### config.mk
export PLATFORM = sky130hd
export DESIGN_NAME = imem_boot_loader
export DESIGN_NICKNAME = d
export VERILOG_FILES = /design/src/rtl/imem_boot_loader.sv
export SDC_FILE = /design/constraint.sdc
export NUM_CORES = 1
export LEC_CHECK = 0
export BUFFER_PORTS_ARGS = -buffer_cell sky130_fd_sc_hd__buf_2
export CELL_PAD_IN_SITES_DETAIL_PLACEMENT = 0
export CELL_PAD_IN_SITES_GLOBAL_PLACEMENT = 1
export CORE_MARGIN = 2
export CORE_UTILIZATION = 41
export CTS_BUF_LIST = sky130_fd_sc_hd__clkbuf_16
export DETAILED_ROUTE_END_ITERATION = 8
export GPL_TIMING_DRIVEN = 0
export PLACE_DENSITY = 0.73
export SLEW_MARGIN = 20
export SYNTH_ARGS = -nofsm -noshare
export SYNTH_HDL_FRONTEND = slang
export SYNTH_SLANG_ARGS = --single-unit
### constraint.sdc
create_clock -name clk -period 2.2 [get_ports clk]
set_input_delay 0.55 -clock clk [delete_from_list [all_inputs] [get_ports clk]]
set_output_delay 0.55 -clock clk [all_outputs]
set_load 0.05 [all_outputs]
### src/rtl/imem_boot_loader.sv
// imem_boot_loader
// Boot-time loader between a byte-stream host link and the core's instruction
// memory. It receives a length-prefixed image (count low byte, count high
// byte, then 4*count bytes, each word LSB first) and writes each assembled
// word to consecutive word addresses. It holds the core in reset until the
// image is complete, then releases it. A reload request from the running
// system restarts loading.
//
// Handshake: a byte moves when rx_valid && rx_ready are both high at a rising
// clk edge. rx_ready depends only on state (high in HDR0, HDR1 and DATA) and
// never on rx_valid. The host may hold rx_valid and rx_data until the byte is
// accepted. Dropping rx_valid between bytes only stalls the load; no byte is
// lost.
module imem_boot_loader #(
  parameter int ADDR_WIDTH = 8
) (
  input  logic                  clk,
  input  logic                  rst,
  input  logic [7:0]            rx_data,
  input  logic                  rx_valid,
  output logic                  rx_ready,
  output logic                  imem_we,
  output logic [ADDR_WIDTH-1:0] imem_addr,
  output logic [31:0]           imem_wdata,
  output logic                  core_rst,
  input  logic                  reload,
  output logic                  done,
  output logic                  err,
  output logic [2:0]            dbg_state
);

  // Word capacity, in the same 17-bit range as word_idx. A count equal to
  // DEPTH is legal and fills the memory exactly.
  localparam logic [16:0] DEPTH = 17'(1) << ADDR_WIDTH;

  typedef enum logic [2:0] {
    S_HDR0    = 3'd0,
    S_HDR1    = 3'd1,
    S_DATA    = 3'd2,
    S_RELEASE = 3'd3,
    S_RUN     = 3'd4,
    S_ERR     = 3'd5
  } state_t;

  state_t      state;
  state_t      state_next;
  logic [15:0] count;
  logic [16:0] word_idx;
  logic [1:0]  byte_idx;
  logic [23:0] asm_q;
  logic        xfer;
  logic [15:0] hdr_count;
  logic [16:0] last_idx;

  // Full count as it will be once the high byte is latched in HDR1.
  assign hdr_count = {rx_data, count[7:0]};

  // Index of the final word. It is only used in DATA, where count >= 1.
  assign last_idx = {1'b0, count} - 17'd1;

  assign xfer      = rx_valid & rx_ready;
  assign dbg_state = state;

  // State register.
  always_ff @(posedge clk or negedge rst) begin
    if (!rst) state <= S_HDR0;
    else      state <= state_next;
  end

  // Next-state logic plus outputs decoded from state.
  always_comb begin
    state_next = state;
    rx_ready   = 1'b0;
    core_rst   = 1'b1;
    done       = 1'b0;
    err        = 1'b0;
    case (state)
      S_HDR0: begin
        rx_ready = 1'b1;
        if (rx_valid) state_next = S_HDR1;
      end
      S_HDR1: begin
        rx_ready = 1'b1;
        if (rx_valid) begin
          if (hdr_count == 16'd0)             state_next = S_RELEASE;
          else if ({1'b0, hdr_count} > DEPTH) state_next = S_ERR;
          else                                state_next = S_DATA;
        end
      end
      S_DATA: begin
        rx_ready = 1'b1;
        if (rx_valid && byte_idx == 2'd3 && word_idx == last_idx)
          state_next = S_RELEASE;
      end
      S_RELEASE: state_next = S_RUN;
      S_RUN: begin
        core_rst = 1'b0;
        done     = 1'b1;
        // rx_ready is low here, so a byte that arrives together with reload
        // stays with the host and becomes the next count low byte.
        if (reload) state_next = S_HDR0;
      end
      S_ERR: err = 1'b1;
      default: state_next = S_HDR0;
    endcase
  end

  // Datapath: header latch, byte assembly and the one-cycle write strobe.
  always_ff @(posedge clk or negedge rst) begin
    if (!rst) begin
      count      <= 16'd0;
      word_idx   <= 17'd0;
      byte_idx   <= 2'd0;
      asm_q      <= 24'd0;
      imem_we    <= 1'b0;
      imem_addr  <= '0;
      imem_wdata <= 32'd0;
    end else begin
      imem_we <= 1'b0;
      if (xfer) begin
        case (state)
          S_HDR0: count[7:0] <= rx_data;
          S_HDR1: begin
            count[15:8] <= rx_data;
            word_idx    <= 17'd0;
            byte_idx    <= 2'd0;
          end
          S_DATA: begin
            byte_idx <= byte_idx + 2'd1;
            case (byte_idx)
              2'd0: asm_q[7:0]   <= rx_data;
              2'd1: asm_q[15:8]  <= rx_data;
              2'd2: asm_q[23:16] <= rx_data;
              default: begin
                // The fourth byte completes the word. Address and data stay
                // on the outputs after the strobe drops.
                imem_we    <= 1'b1;
                imem_wdata <= {rx_data, asm_q};
                imem_addr  <= word_idx[ADDR_WIDTH-1:0];
                word_idx   <= word_idx + 17'd1;
              end
            endcase
          end
          default: ;
        endcase
      end
    end
  end

endmodule

== Word-level counts from Yosys, hierarchy flattened ==
Index checks and enable logic that the tools add are counted.

* Flip-flop bits (word level): 103
* Bits of input ports: 12
* Word-level logic and storage cells: 66

* Add/subtract/negate cells: 3
* $lt $le $gt $ge: 1
* Equal/unequal tests: 14
* Multiplexer cells: 17
* Bitwise gates (word level): 3
* Reduce and logical (&&, ||, !) cells: 17

{| class="wikitable"
|+ Operators with widths
! kind !! number
|-
| one-hot mux 17 bit (2 select lines) || 1
|-
| 2-to-1 mux 3 bit || 6
|-
| one-hot mux 3 bit (6 select lines) || 1
|-
| adder 17 x 1 -> 17 bit (second input constant) || 1
|-
| equality test 17 bit || 1
|-
| 2-to-1 mux 17 bit || 1
|-
| subtractor 16 x 1 -> 17 bit (second input constant) || 1
|-
| > comparator 16 x 9 -> 1 bit (second input constant) || 1
|-
| logical NOT 16 bit || 1
|-
| AND reduction 3 bit || 5
|-
| inequality test 2 bit (second input constant) || 5
|-
| 2-to-1 mux 1 bit || 7
|-
| equality test 3 x 2 -> 1 bit (second input constant) || 2
|-
| equality test 3 bit (second input constant) || 2
|-
| AND reduction 2 bit || 3
|-
| OR reduction 3 bit || 2
|-
| AND reduction 5 bit || 1
|-
| equality test 2 bit (second input constant) || 2
|-
| one-hot mux 2 bit (2 select lines) || 1
|-
| equality test 3 x 1 -> 1 bit (second input constant) || 1
|-
| logical NOT 3 bit || 1
|-
| adder 2 x 1 -> 2 bit (second input constant) || 1
|-
| equality test 2 x 1 -> 1 bit (second input constant) || 1
|-
| logical AND 1 bit || 2
|-
| other kinds (4) || 5
|}

== Depth between registers and ports, before layout ==
Gate-level depths: netlist (run 1).

* Depth after elaboration: 5
* Gate-level depth with buffers: 9

== Worst setup path after synthesis (run 1) ==
Ideal clock, no wire load.

* Kind: flip-flop to flip-flop
* From: reg count[0]
* To: reg state[0] (netlist: dbg_state[0])
* Data arrival time: 2.338 ns
* Required time: 2.126 ns
* Setup slack: -0.212 ns
* Cell stages (with the launch flop): 10
* Buffers on the path: 1
* Cell sequence: dfrtp_1 -> inv_1 -> ha_1 -> buf_2 -> or4b_4 -> or4b_1 -> a211o_1 -> a32oi_1 -> o21ai_1 -> o21ai_2

* Word-level cells in the longest chain between the ends: 5

{| class="wikitable"
|+ RTL lines
! item !! RTL line !! text
|-
| start: declaration || 47 || <nowiki>logic [15:0] count;</nowiki>
|-
| start signal: assignment || 122 || <nowiki>S_HDR0: count[7:0] <= rx_data;</nowiki>
|-
| subtractor 16 x 1 -> 17 bit / > comparator 16 x 9 -> 1 bit (equally long branches) || 59, 86 ||
|-
| equality test 17 bit / 2-to-1 mux 3 bit (equally long branches) || 92, 86 ||
|-
| logical AND 1 bit / 2-to-1 mux 3 bit (equally long branches) || 92, 85 ||
|-
| inequality test 2 bit (no line) / 2-to-1 mux 3 bit (equally long branches) || - ||
|-
| AND reduction 5 bit (no line) / one-hot mux 3 bit (6 select lines) (equally long branches) || - ||
|-
| end signal: assignment || 67 || <nowiki>else state <= state_next;</nowiki>
|-
| end: declaration || 45 || <nowiki>state_t state;</nowiki>
|}

Several ways; a longest one is shown, not always the timed one. The select of a mux whose other input is x is not followed.
A chain may end at the register's enable or synchronous reset.

== Worst setup path after layout (run 1) ==
Same ends and word-level chain as after synthesis.

==> reports/metrics.yaml, run 1 <==
synth_commonest_cells: "dfrtp_1 (103), nand2_1 (95), mux2_2 (51), nor2_1 (29), xor2_1 (17)"
p_leak_uw: 0.00293
cp-end-kind: "flop"
place.gp.congestion: 0.866
period_share: 1.06
fp-row-count: 39
ctsHoldBuffers: 0
clock_tree.buffer_depth: 2
vias: 3560
dp_hpwl_mm: 7.62
grt_pass1_wl_mm: 18.1
finalMaxSlewViolations: 0
routed_wl_mm: 10.9
antenna_left: 0
power_density_nw_per_um2: 790
dieWidth_um: 113
route.detailed.drc: 0
core_area_sq_um: 11500
violations: "negative setup slack"
yosysTopAreaCellShare: 0.531
synth_cell_types: 54
rsz0062_at_grt: "yes"
drive_gt1_frac: 0.305
hold_viol: 0
overflow: 0
cts_tree: "yes"
cts_inserted_buffers: 9
clkLatencyLatePin_ns: 0.34
p_total_uw: 4580
slew_headroom: 0.483
fin_crit_ns: 2.33
vdd_drop_max_uv: 502
ys_seq_elements: 103
clock.fmax_ghz: 0.429
drt_first_pass_iters: 4
seqPwrFrac: 0.475
io_buffers: 59
start_kind: "flop"
cp_max_fo: 2
yosysMostFrequentCell: "dfrtp_1"
cts_root_buffer: "clkbuf_16"
syn-instance-count: 455
seq_area_sq_um: 2580
worstPathArrival_ns: 2.60
wire_per_inst_um: 16.2
crit_type: "reg -> reg"
final_nets: 548
antenna_found_initial: 0
setup_ws_ns: -0.132
htreeDepth: 3
p_switching_uw: 1260
fin_skew_ns: 0.00881
grt_pass1_vias: 3482
chipHeight_um: 113
postSynth.asyncResetShare: 1.00
cap_violations: 0
finalInstanceArea_sq_um: 5800
cts.clk_slew.worst_paths_ns: 0.07
utilization: 0.506
drt_iter0_drc: 173
n_fill_cell: 1032
multi_input_area_sq_um: 2210
syn2layout_area_growth_pct: 19.5
power.internal_uw: 3320
grtUsageTotal: 0.180
dp.cells: 658
setup_viol: 1
swShare: 0.275
via_per_inst: 5.26
placed_area_sq_um: 5390
num_io_pins: 60
status: "finished with violations"
die_area_sq_um: 12700
instances_no_fill: 677
power.share.clock: 0.365
syn_nets: 474
grt_max_degree: 54
crit_required_ns: 2.47
clock_sinks: 103
yosysWarningCount: 0
synth_ff_type: "dfrtp_1"
synth_area_leaders: "dfrtp_1 (53%), mux2_2 (12%), nand2_1 (7.3%)"
synth_area_sq_um: 4850
combPwrFrac: 0.160
synth_edf_count: 0
ys_seq_area_frac: 0.531
tightest_slew_ns: 0.765
synth.avg_cell_area_sq_um: 10.7
synth.largest_area_cell: "dfrtp_1"
diodes: 0
hp-class: "in -> async"
start_util: 0.423
==> power groups by stage <==
stage / logic [uW] / registers, uW / clock network, uW
after floorplan: 494 / 2160 / 0
after global placement: 659 / 2210 / 0
after detailed placement: 681 / 2210 / 0
after CTS: 722 / 2170 / 1720
after global routing: 813 / 2200 / 1790
final: 731 / 2180 / 1670
==> sequential cells by signal (all words and copies together) (netlist names) <==
signal and count:
dbg_state 3, byte_idx 2, imem_we 1, imem_wdata 32
asm_q 24, word_idx 17, count 16, imem_addr 8
==> cell families (layout without fill, tap and decap cells) <==
kind of cell,Yosys count,in the layout,share of synthesized area
AND/OR/NAND/NOR,186,186,0.182
XOR/XNOR,31,31,0.0560
adder cells (fa/ha/maj),7,7,0.0180
flip-flops,103,103,0.531
buffers and inverters,33,112,0.0281
AO/OA/AOI/OAI,42,42,0.0619
multiplexers,53,53,0.122
==> path summary, 6_finish.rpt <==
kind                             endpoint  slack, ns  startpoint  cells after the start
max                          dbg_state[0]      -0.13    count[0]                      8
min                        imem_wdata[21]       0.15         rst                      1
max reg2reg                  dbg_state[0]      -0.13    count[0]                      8
min reg2reg                imem_wdata[16]       0.46   asm_q[16]                      2
max in group asynchronous        count[0]       1.41         rst                      2
min in group clk             dbg_state[2]       0.38      reload                      2
==> final cells by class <==
class,count,share of cell area
buffer,16,0.0142
clock buffer,9,0.0388
clock inverter,7,0.0151
inverter,13,0.00863
multi-input combinational,319,0.382
sequential,103,0.445
tap,143,0.0309
timing repair buffer,67,0.0658
==> worst max-delay path, cell delays in order, from the launching register on <==
cell and delay [ns]:
dfrtp_2 0.42, inv_2 0.08, ha_4 0.12, or4b_4 0.46
or4b_1 0.47, a211o_1 0.31, a32oi_1 0.15, o21ai_1 0.11
o21ai_2 0.14
==> timing repair <==
action,4_1_cts,5_1_grt
setup buffers,6,1
endpoints found under the hold margin,0,0
endpoints found under the setup margin,50,13
pin swaps,4,3
resized for setup,18,4
==> placed cells by master, fill, tap and decap left out, types with 6 or more instances in the layout <==
cell type,netlist,layout
xor2_1,17,17
buf_4,1,8
xnor2_1,14,14
nand4_1,9,9
o21ai_0,10,10
nor2_1,29,27
buf_2,1,60
mux2_2,51,51
ha_1,7,6
clkbuf_2,0,7
nand2_1,95,93
and3_1,7,7
dfrtp_1,103,101
inv_1,12,11
clkbuf_16,0,9
nand3_1,9,9
==> stage by stage <==
stage	worst slack [ns]	hold slack (ns)	setup TNS, ns
floorplan	-0.152	0.254	-0.607
global placement	-0.728	0.443	-73.63
detailed placement	-0.494	0.450	-19.12
CTS	-0.170	0.172	-0.173
global route	-0.272	0.191	-0.272
finish	-0.132	0.154	-0.132
==> layer usage <==
layer  wire length (um)  vias up  share of wire  GRT usage
met2               5150       49           0.47      0.284
met3                257       12          0.023     0.0305
met1               5420     1775           0.49      0.258
met5                  0        -              0          0
li1                   -     1724              -          -
met4                123        0          0.011     0.0472
Note: power is estimated with default switching activity, not from simulation.
==> run 2, diff against run 1 <==
REMOVE_ABC_BUFFERS = 1   (was not set)
clock period = 1.9 ns   (was 2.2 ns; I/O delays follow)
==> run 2 against run 1 <==
Largest cell class unchanged. Power up 16%. Sequential power up 17%. Final cell count down 1.2%. Register-to-register slack worse by 0.39 ns. Worst setup slack worse by 0.39 ns. Critical path type unchanged. The flow still finishes with violations (negative setup slack). Non-clock buffer count down 8. Highest routed layer unchanged. First-iteration DRC count up 27%. Sequential share of layout area down 0.38 points. Utilization up 0.46 points.
==> reports/metrics.yaml, run 2 (synthesis gave the netlist of run 1 again) <==
start_kind: "flop"
power.internal_uw: 3860  # +16%
overflow: 0  # unchanged
antenna_found_initial: 0  # unchanged
dp_hpwl_mm: 7.21  # -5.4%
dp.cells: 640  # -2.7%
power.share.clock: 0.365  # about the same
clkLatencyLatePin_ns: 0.34  # about the same
layout_commonest_cell: "dfrtp_1"
fin_crit_ns: 2.42  # +0.0862 ns
start_util: 0.423  # unchanged
clock.fmax_ghz: 0.414  # -3.6%
route.detailed.drc: 0  # unchanged
io_buffers: 59  # unchanged
finalMaxSlewViolations: 0  # unchanged
p_leak_uw: 0.00294  # +0.24%
violations: "negative setup slack"
fp-row-count: 39  # unchanged
syn2layout_area_growth_pct: 20.6
worstPathArrival_ns: 2.69  # +0.09 ns
hold_viol: 0  # unchanged
cp-end-kind: "flop"
clock_tree.buffer_depth: 2  # unchanged
status: "finished with violations"
setup_ws_ns: -0.518  # -0.386 ns
routed_wl_mm: 10.6  # -3.1%
power_density_nw_per_um2: 911  # +15%
layout_common_cells: "dfrtp_1 (100), nand2_1 (91), buf_2 (57)"
dieWidth_um: 113  # unchanged
vias: 3531  # -0.81%
chipHeight_um: 113  # unchanged
via_per_inst: 5.28  # +0.37%
wire_per_inst_um: 15.9  # -2.0%
vdd_drop_max_uv: 552  # +10%
clock_sinks: 103  # unchanged
cp_max_fo: 4  # +2
finalInstanceArea_sq_um: 5850  # +0.91%
die_area_sq_um: 12700  # unchanged
place.gp.congestion: 0.875  # +1.1%
crit_type: "reg -> reg"
hp-class: "in -> async"
cts_root_buffer: "clkbuf_16"
largest_reg_flops: 32  # unchanged
slew_headroom: 0.535  # +0.0519
tightest_slew_ns: 0.688  # -0.0768 ns
antenna_left: 0  # unchanged
instances_no_fill: 669  # -1.2%
placed_area_sq_um: 5310  # -1.3%
ctsHoldBuffers: 0  # unchanged
fin_skew_ns: 0.00473  # -0.00408 ns
cap_violations: 0  # unchanged
drive_gt1_frac: 0.321  # +0.0160
top_register: "imem_wdata"
cts_tree: "yes"
grt_pass1_wl_mm: 17.6  # -2.7%
grt_pass1_vias: 3460  # -0.63%
diodes: 0  # unchanged
grtUsageTotal: 0.173  # -0.00698
htreeDepth: 3  # unchanged
drt_first_pass_iters: 4  # unchanged
final_nets: 540  # -1.5%
drt_iter0_drc: 219  # +27%
seqPwrFrac: 0.478  # +0.003
top_regs: "imem_wdata x32, asm_q x24, word_idx x17"
swShare: 0.277  # +0.00198
holdWs_ns: 0.0355  # -0.119 ns
core_area_sq_um: 11500  # unchanged
setup_viol: 38  # +37
period_share: 1.27  # +0.213
crit_required_ns: 2.18  # -0.29 ns
combPwrFrac: 0.157  # -0.003
rsz0062_at_grt: "yes"
grt_max_degree: 63  # +17%
num_io_pins: 60  # unchanged
cts_inserted_buffers: 9  # unchanged
p_switching_uw: 1480  # +17%
cts.clk_slew.worst_paths_ns: 0.07  # about the same
n_fill_cell: 1079  # +4.6%
run 2: final cells by class:
type	instances	area, sq um	area share
Timing Repair Buffer	75	464	0.0793
Inverter	13	53.8	0.00920
Tap cell	143	179	0.0306
Multi-Input combinational cell	319	2260	0.386
Sequential cell	103	2580	0.441
Clock inverter	7	88.8	0.0152
Clock buffer	9	225	0.0385
run 2: metrics by stage:
stage | setup TNS, ns | power (uW) | utilization | setup slack [ns]
final | -3.02 | 5330 | 0.510 | -0.518
after global routing | -10.95 | 5590 | 0.510 | -0.559
after CTS | -1.80 | 5340 | 0.499 | -0.522
after detailed placement | -32.57 | 3310 | 0.463 | -0.890
after global placement | -167.14 | 3280 | 0.457 | -2.09
after floorplan | -47.98 | 3030 | - | -1.14
run 2: power by group through the flow:
stage	clock network (uW)	logic (uW)	registers, uW
after floorplan	0	519	2510
after global placement	0	699	2580
after detailed placement	0	727	2590
after CTS	2010	797	2540
after global routing	2090	919	2580
final	1940	839	2550
run 2: final timing paths:
kind / startpoint / endpoint / slack, ns / cells past startpoint
min in group clk: reload / dbg_state[2] / 0.31 / 2
max in group asynchronous: rst / imem_wdata[0] / 1.20 / 2
worst max-delay path: count[1] / dbg_state[0] / -0.52 / 8
worst max register to register: count[1] / dbg_state[0] / -0.52 / 8
worst min register to register: asm_q[19] / imem_wdata[19] / 0.46 / 2
worst min-delay path: rst / asm_q[17] / 0.04 / 1
run 2: routing by layer:
layer	wire, um	up-vias	global-route usage
met5	0	-	0
met4	108	0	0.0553
met3	399	9	0.0327
met2	4880	74	0.271
met1	5210	1744	0.243
li1	-	1704	-
run 2: critical path, stage by stage, from the launching register on:
cell,delay [ns]
dfrtp_2,0.41
inv_2,0.09
ha_4,0.14
or4b_4,0.49
or4b_1,0.48
a211o_1,0.32
a32oi_2,0.18
o21ai_1,0.13
o21ai_2,0.11
run 2: repair_timing:
| action | 4_1_cts | 5_1_grt |
|---|---|---|
| setup buffers | 4 | 9 |
| gates resized for setup | 19 | 13 |
| gates cloned | 0 | 0 |
| pin swaps | 4 | 3 |
| endpoints found under the setup margin | 79 | 77 |
==> run 3, diff against run 2 <==
CORE_MARGIN = 8   (was 2)
==> run 3 against run 2 <==
The run still ends with negative setup slack left. Largest cell class unchanged. Power rose by 3.3%. Register-to-register slack improved by 0.02 ns. First-iteration DRC count rose by 0.91%. Wire length rose by 2.5%. Count of clock-buffer cells in the layout did not move. Sequential power barely moved. Maximum frequency rose by 0.73%. Critical path type unchanged. Combinational power rose by 0.7%. Utilization rose by 0.20 points.
==> reports/metrics.yaml, run 3 (synthesis gave the netlist of run 1 again) <==
status: "finished with violations"
violations: "negative setup slack"
final_nets: 536  # -0.74%
rsz0062_at_grt: "yes"
hp-class: "in -> async"
grtUsageTotal: 0.140  # -0.0324
wire_per_inst_um: 16.3  # +3.1%
startpoint: "count[0]"
cts.clk_slew.worst_paths_ns: 0.07  # about the same
dieWidth_um: 125  # +11%
layout_common_cells: "dfrtp_1 (100), nand2_1 (91), buf_2 (57)"
routed_wl_mm: 10.9  # +2.5%
finalMaxSlewViolations: 0  # unchanged
r2r-start: "count[0]"
setup_ws_ns: -0.501  # +0.0174 ns
worstPathArrival_ns: 2.67  # -0.02 ns
drive_gt1_frac: 0.324  # +0.00246
slew_headroom: 0.503  # -0.0316
fin_crit_ns: 2.40  # -0.0174 ns
clock_sinks: 103  # unchanged
cts_inserted_buffers: 9  # unchanged
vdd_drop_max_uv: 456  # -17%
overflow: 0  # unchanged
power_density_nw_per_um2: 937  # +2.9%
crit_required_ns: 2.17  # about the same
grt_pass1_wl_mm: 17.9  # +2.1%
drt_first_pass_iters: 4  # unchanged
crit_type: "reg -> reg"
drt_iter0_drc: 221  # +0.91%
pre_cts_ws_ns: -0.924  # -0.0341 ns
largest_reg_flops: 32  # unchanged
vias: 3494  # -1.0%
setup-tns-final_ns: -2.04  # +0.975 ns
p_total_uw: 5510  # +3.3%
layout_commonest_cell: "dfrtp_1"
grt_max_degree: 65  # +3.2%
start_kind: "flop"
setup_viol: 36  # -5.3%
top_register: "imem_wdata"
die_area_sq_um: 15600  # +22%
clock.fmax_ghz: 0.417  # +0.73%
dp_hpwl_mm: 7.64  # +6.0%
num_io_pins: 60  # unchanged
p_leak_uw: 0.00296  # +0.51%
hold_viol: 0  # unchanged
cts_tree: "yes"
r2r-end: "dbg_state[0]"
endpoint: "dbg_state[0]"
io_buffers: 59  # unchanged
cp_max_fo: 4  # unchanged
fp-row-count: 39  # unchanged
core_area_sq_um: 11500  # unchanged
grt_pass1_vias: 3443  # -0.49%
tightest_slew_ns: 0.735  # +0.0468 ns
antenna_found_initial: 0  # unchanged
via_per_inst: 5.25  # -0.45%
top_regs: "imem_wdata x32, asm_q x24, word_idx x17"
fin_skew_ns: 0.00871  # +0.00398 ns
reg2reg_depth: 8  # unchanged
holdWs_ns: 0.0252  # -0.0103 ns
reg2reg_slack_ns: -0.50  # +0.02 ns
syn2layout_area_growth_pct: 21.0
start_util: 0.423  # unchanged
diodes: 0  # unchanged
chipHeight_um: 125  # +11%
clock_tree.buffer_depth: 2  # unchanged
route.detailed.drc: 0  # unchanged
place.gp.congestion: 0.903  # +3.2%
clkLatencyLatePin_ns: 0.34  # about the same
htreeDepth: 3  # unchanged
ctsHoldBuffers: 0  # unchanged
cp-end-kind: "flop"
cts_root_buffer: "clkbuf_16"
antenna_left: 0  # unchanged
cap_violations: 0  # unchanged
period_share: 1.26  # -0.00918
[run 3: area by class of cell]
cell class,count,area [sq um]
clock buffers,9,225
clock inverters,7,119
repair buffers,71,434
well taps,143,179
multi-input cells,319,2280
fillers,1038,5590
flip-flops and latches,103,2580
inverters,13,53.8
[run 3: where the power goes]
group | internal [uW] | total (uW) | switching, uW | leakage, uW
logic | 391 | 845 | 454 | 0.00139
clock network | 1290 | 2110 | 818 | 0.000173
registers | 2330 | 2550 | 223 | 0.00139
total | 4010 | 5510 | 1500 | 0.00296
[run 3: metrics by stage]
| step | utilization | instances | cell area, sq um |
|---|---|---|---|
| floorplan | - | 435 | 4760 |
| CTS | 0.504 | 662 | 5780 |
| finish | 0.512 | 665 | 5870 |
| global placement | 0.457 | 637 | 5240 |
| global route | 0.512 | 665 | 5870 |
| detailed placement | 0.463 | 640 | 5310 |
[run 3: repair_timing]
item | 4_1_cts | 5_1_grt
buffers inserted | 6 | 4
endpoints found under the hold margin | 0 | 0
pin swaps | 4 | 4
setup endpoints to repair | 80 | 86
resized for setup | 21 | 15
[run 3: worst min-delay path by stage]
stage | slack, ns | startpoint | endpoint
2_1_floorplan | 0.18 | rst | asm_q[0]
3_3_place_gp | 0.44 | asm_q[4] | imem_wdata[4]
3_5_place_dp | 0.41 | rst | imem_wdata[17]
4_1_cts | 0.04 | rst | imem_wdata[17]
5_1_grt | 0.05 | rst | imem_wdata[17]
6_report | 0.03 | rst | imem_wdata[17]
[run 3: metal layers]
layer  global-route usage  part of all wire  vias up
li1                     -                 -     1693
met5                    0                 0        -
met3               0.0404             0.049       10
met1                0.188              0.47     1725
met2                0.215              0.47       66
met4               0.0383             0.011        0
[run 3: worst max-delay path: stages (launching register included)]
cell     delay (ns)
dfrtp_2        0.41
inv_2          0.09
ha_4           0.15
or4b_4         0.49
or4b_4         0.49
a211o_1        0.28
a32oi_2        0.21
o21ai_2        0.09
o21ai_2        0.11
